File: config.mk
export PLATFORM = sky130hd
export DESIGN_NAME = xlr8_dm_arb
export DESIGN_NICKNAME = d
export VERILOG_FILES = /design/src/rtl/xlr8_dm_arb.sv
export SDC_FILE = /design/constraint.sdc
export NUM_CORES = 1
export LEC_CHECK = 0
export CAP_MARGIN = 0
export CELL_PAD_IN_SITES_DETAIL_PLACEMENT = 2
export CELL_PAD_IN_SITES_GLOBAL_PLACEMENT = 2
export CORE_MARGIN = 2
export CORE_UTILIZATION = 15
export CTS_BUF_LIST = sky130_fd_sc_hd__clkbuf_4
export CTS_CLUSTER_DIAMETER = 200
export DETAILED_ROUTE_END_ITERATION = 16
export GPL_TIMING_DRIVEN = 1
export PLACE_DENSITY = 0.92
export SETUP_SLACK_MARGIN = 0.5
export SYNTH_ARGS = -nofsm -noshare
export SYNTH_HDL_FRONTEND = slang
export SYNTH_SLANG_ARGS = --single-unit
File: constraint.sdc
create_clock -name cp2 -period 2.9 [get_ports cp2]
set_input_delay 0.58 -clock cp2 [delete_from_list [all_inputs] [get_ports cp2]]
set_output_delay 0.58 -clock cp2 [all_outputs]
set_load 0.05 [all_outputs]
File: src/rtl/xlr8_dm_arb.sv
// xlr8_dm_arb: shares the single-port data memory between the AVR CPU port and one DMA port.
// Optional build macro XLR8_DM_ARB_STATS_EN adds the saturating CPU stall-cycle counter.
module xlr8_dm_arb #(
  parameter int MAX_STARVE = 4,
  parameter int ADDR_W     = 16
) (
  input  logic              cp2,
  input  logic              rst,
  input  logic              cpu_ce,
  input  logic              cpu_we,
  input  logic [ADDR_W-1:0] cpu_addr,
  input  logic [7:0]        cpu_din,
  output logic [7:0]        cpu_dout,
  output logic              cpu_wait,
  input  logic              dma_req,
  input  logic              dma_we,
  input  logic [ADDR_W-1:0] dma_addr,
  input  logic [7:0]        dma_din,
  output logic              dma_gnt,
  output logic [7:0]        dma_dout,
  output logic              dma_rvalid,
  output logic              mem_ce,
  output logic              mem_we,
  output logic [ADDR_W-1:0] mem_addr,
  output logic [7:0]        mem_din,
  input  logic [7:0]        mem_dout,
  input  logic              stat_clr,
  output logic [15:0]       stall_cnt
);

  // state  | meaning
  // NORMAL | CPU has fixed priority; denied DMA cycles are counted
  // FORCE  | one-cycle DMA slot; the CPU access is held off and re-presented
  typedef enum logic {NORMAL = 1'b0, FORCE = 1'b1} state_t;

  localparam logic [7:0] STARVE_LIM = 8'(MAX_STARVE);

  state_t     state_q, state_d;
  logic [7:0] starve_q, starve_d;
  logic       rvalid_q;
  logic       force_s;

  assign force_s  = (state_q == FORCE);
  assign cpu_wait = force_s;
  assign dma_gnt  = dma_req & (~cpu_ce | force_s);

  assign mem_ce   = dma_gnt | (cpu_ce & ~force_s);
  assign mem_addr = dma_gnt ? dma_addr : cpu_addr;
  assign mem_din  = dma_gnt ? dma_din  : cpu_din;
  assign mem_we   = dma_gnt ? dma_we   : (cpu_we & cpu_ce & ~force_s);

  // Read data is a plain passthrough; only the registered rvalid qualifies it.
  assign cpu_dout   = mem_dout;
  assign dma_dout   = mem_dout;
  assign dma_rvalid = rvalid_q;

  always_comb begin
    state_d  = NORMAL;
    starve_d = '0;
    if ((state_q == NORMAL) && dma_req && !dma_gnt) begin
      if (starve_q + 8'd1 == STARVE_LIM) begin
        state_d = FORCE;
      end else begin
        starve_d = starve_q + 8'd1;
      end
    end
  end

  always_ff @(posedge cp2 or posedge rst) begin
    if (rst) begin
      state_q  <= NORMAL;
      starve_q <= '0;
      rvalid_q <= 1'b0;
    end else begin
      state_q  <= state_d;
      starve_q <= starve_d;
      rvalid_q <= dma_gnt & ~dma_we;
    end
  end

`ifdef XLR8_DM_ARB_STATS_EN
  logic [15:0] stall_q;

  always_ff @(posedge cp2 or posedge rst) begin
    if (rst) begin
      stall_q <= '0;
    end else if (stat_clr) begin
      stall_q <= '0;
    end else if (force_s && (stall_q != 16'hFFFF)) begin
      stall_q <= stall_q + 16'd1;
    end
  end

  assign stall_cnt = stall_q;
`else
  logic unused_stat_clr;
  assign unused_stat_clr = stat_clr;
  assign stall_cnt       = '0;
`endif

endmodule

==> impl_metrics.ini <==
[outcome]
outcome = complete, no violations

[power]
power.share.combinational = 0.640
ir_drop_mv = 0.0744
p_leak_nw = 1.06
power_uw = 665
p_sw_uw = 273
power_frac_seq = 0.217
swShare = 0.410
p_int_uw = 392
clockPowerShare = 0.142
powerDensity_nw_per_um2 = 295

[die]
die_y_um = 90.2
start_util = 0.154
core_area_um2 = 7210
die_width_um = 90.2
die_area_um2 = 8130
rows = 31
io_pins = 124

[cells_and_area]
postLayoutCoreUtil = 0.312
fin_nets = 258
syn_to_final_growth_pct = 102
multi_input_area_um2 = 743
layout-drive-gt1-share = 0.382
fillers = 810
stdcell_area_um2 = 2250
regArea_um2 = 250
diodes = 0

[critical_path]
worstSetupPathType = flop to primary output
rr_startpoint = starve_q[0]$_DFF_PP0_
r2r_end = starve_q[0]$_DFF_PP0_
endpoint_kind = primary output
crit_family = flip-flops
cp_slowest_cell = dfrtp_1
arrival_ps = 1730
max_stage_delay_ps = 440
r2r_cells = 5
cp_max_fo = 7
crit_path_cell_trace = nor2b_4 -> nand2b_4 -> buf_6 -> buf_16 -> mux2_4 -> buf_8
r2r_slack_ps = 1200
worst_setup_path_start_kind = flop
crit_buf_inv = 3
worstPathRequired_ps = 2320

[grt]
track_usage = 0.117
antenna_found_initial = 0
grt_pass1_wl_um = 7220
grt_pass1_vias = 1299
grt_remaining_overflow = 0
grt_start_max_net_pins = 11

[timing]
setup-tns-final_ps = 0
period_share = 0.798
fin_crit_ps = 2310
setup_viol = 0
max_freq_mhz = 432
clock_skew_ps = 1.59
grt_setup_unrepaired = no
hold_viol = 0
drv_slew = 0

[min_path]
hold_path_end = starve_q[6]$_DFF_PP0_
hp-start = starve_q[6]$_DFF_PP0_
hold_depth = 2
min-delay-path-class = flop to flop

[logic_synthesis]
yosys.cell_types.count = 34
ys_seq_area_frac = 0.225
ys_warn_count = 0
avgSynthCellArea_um2 = 9.60
synth.ff_latch_count = 10
syn-cell-area_um2 = 1110
synthCells = 116

[clocking]
root_buffer = clkbuf_4
cts_num_sinks = 10
insertion_delay_ps = 260
clockBufferDepth = 2
cts_tree = done
cts_hold_buf = 0
cts_htree_levels = 1
cts-buffers-inserted = 3
path_clk_slew_ps = 60

[route]
ant_nets = 0
wl_per_cell_um = 16.4
wl_met1_um = 1620
wl_met3_um = 267
routed_wl_um = 4760
wl_met2_um = 2810
dr_total_vias = 1090
dr.pass1.iters = 2
drt_iter0_markers = 10
drc = 0
via_per_inst = 3.76
top_layer = met4

[place]
place.gp.congestion = 0.731
io_buffers = 82
placed_area_um2 = 1820
dp_hpwl_um = 3420

[run]
drv_cap = 0
==> worst min-delay path: cells and delay by family, from the launching register on <==
| family | cells | cell delay, ps |
|---|---|---|
| DFF | 1 | 400 |
| and+or+nand+nor | 1 | 40 |
| xor gates and xnor gates | 1 | 140 |
==> power by group through the flow <==
| stage | sequential, mW | combinational (mW) | clock, mW |
|---|---|---|---|
| floorplan | 0.148 | 0.276 | 0 |
| global placement | 0.147 | 0.325 | 0 |
| detailed placement | 0.147 | 0.334 | 0 |
| CTS | 0.145 | 0.419 | 0.100 |
| global route | 0.145 | 0.443 | 0.106 |
| finish | 0.144 | 0.426 | 0.0947 |
==> area by class of cell <==
cell class	count	area share
timing repair buffer	92	0.491
multi-input combinational	84	0.330
sequential	10	0.111
tap	99	0.0550
clock buffer	3	0.0100
inverter	2	0.00333
==> cells by family after synthesis <==
group | after synthesis | share of synthesized area
buf+inv | 37 | 0.246
simple gates | 27 | 0.142
mux | 24 | 0.243
flops | 10 | 0.225
compound gates | 9 | 0.0719
xor+xnor | 6 | 0.0472
fa+ha+maj | 2 | 0.0225
other cells | 1 | 0.00337
==> state kept, by name, indices dropped and copies added, names as in the netlist <==
| register | count |
|---|---|
| starve_q | 8 |
| cpu_wait | 1 |
| dma_rvalid | 1 |
==> worst max-delay path by stage <==
stage	slack, ps	endpoint	cells past startpoint	from
final	590	mem_addr[3]	6	cpu_wait$_DFF_PP0_
after global placement	220	mem_addr[5]	6	cpu_ce
after detailed placement	170	mem_addr[5]	6	cpu_ce
after CTS	500	mem_addr[5]	7	cpu_ce
after global routing	520	mem_addr[9]	6	cpu_wait$_DFF_PP0_
after floorplan	650	mem_addr[14]	5	cpu_wait$_DFF_PP0_
==> layout by cell type, fill, tap and decap left out, drive strengths merged, types with 2 or more instances in the layout <==
cell | synthesis | routed
and2 | 2 | 2
buf | 35 | 38
clkbuf | 0 | 3
clkdlybuf4s50 | 0 | 53
conb | 1 | 16
dfrtp | 10 | 10
ha | 2 | 2
inv | 2 | 2
mux2 | 24 | 24
nand2 | 5 | 5
nand3 | 3 | 3
nor2 | 6 | 6
nor2b | 2 | 2
nor3 | 2 | 2
xor2 | 5 | 5
==> Yosys cell counts <==
| cell type | count | share of area |
|---|---|---|
| nor2b_4 | 1 | 0.012 |
| buf_6 | 1 | 0.010 |
| and4_1 | 1 | 0.0079 |
| xor2_1 | 5 | 0.039 |
| nand3_1 | 3 | 0.013 |
| o21ai_0 | 1 | 0.0045 |
| a32oi_2 | 1 | 0.015 |
| nand2_1 | 5 | 0.017 |
| nand3b_1 | 1 | 0.0067 |
| mux2_2 | 24 | 0.24 |
| and4b_1 | 1 | 0.0090 |
| a31oi_1 | 1 | 0.0056 |
| nand2b_1 | 1 | 0.0056 |
| a211oi_1 | 1 | 0.0067 |
| a31o_1 | 1 | 0.0079 |
| inv_1 | 2 | 0.0067 |
| nor3_1 | 1 | 0.0045 |
| a311oi_1 | 1 | 0.0079 |
| ha_1 | 2 | 0.022 |
| nand4_1 | 1 | 0.0056 |
| and3_1 | 1 | 0.0056 |
| nor2_1 | 6 | 0.020 |
| nor2b_1 | 1 | 0.0056 |
| dfrtp_1 | 10 | 0.22 |
| and2_4 | 1 | 0.0079 |
| nor3_2 | 1 | 0.0090 |
| a21bo_1 | 1 | 0.0090 |
| xnor2_1 | 1 | 0.0079 |
| o21a_1 | 1 | 0.0067 |
| buf_4 | 34 | 0.23 |
| or2_2 | 1 | 0.0056 |
| conb_1 | 1 | 0.0034 |
| o21ba_2 | 1 | 0.0090 |
| and2_1 | 1 | 0.0056 |
==> layer usage <==
layer,track usage,up-vias
li1,-,501
met1,0.115,529
met2,0.235,52
met3,0.0285,8
met4,0.0359,0
met5,0,-
==> through the flow <==
step / setup slack [ps] / hold WS, ps / std cells
5_1_grt: 516 / 656 / 290
6_report: 587 / 610 / 290
4_1_cts: 501 / 619 / 289
3_3_place_gp: 221 / 559 / 279
3_5_place_dp: 167 / 602 / 279
2_1_floorplan: 647 / 420 / 131
==> repair_timing <==
| action | 4_1_cts | 5_1_grt |
|---|---|---|
| hold endpoints to repair | 0 | 0 |
| endpoints found under the setup margin | 25 | 24 |
| cloned | 3 | 0 |
| buffers inserted | 4 | 1 |
| gates resized for setup | 80 | 8 |
Power figures use the tool's default switching activity.
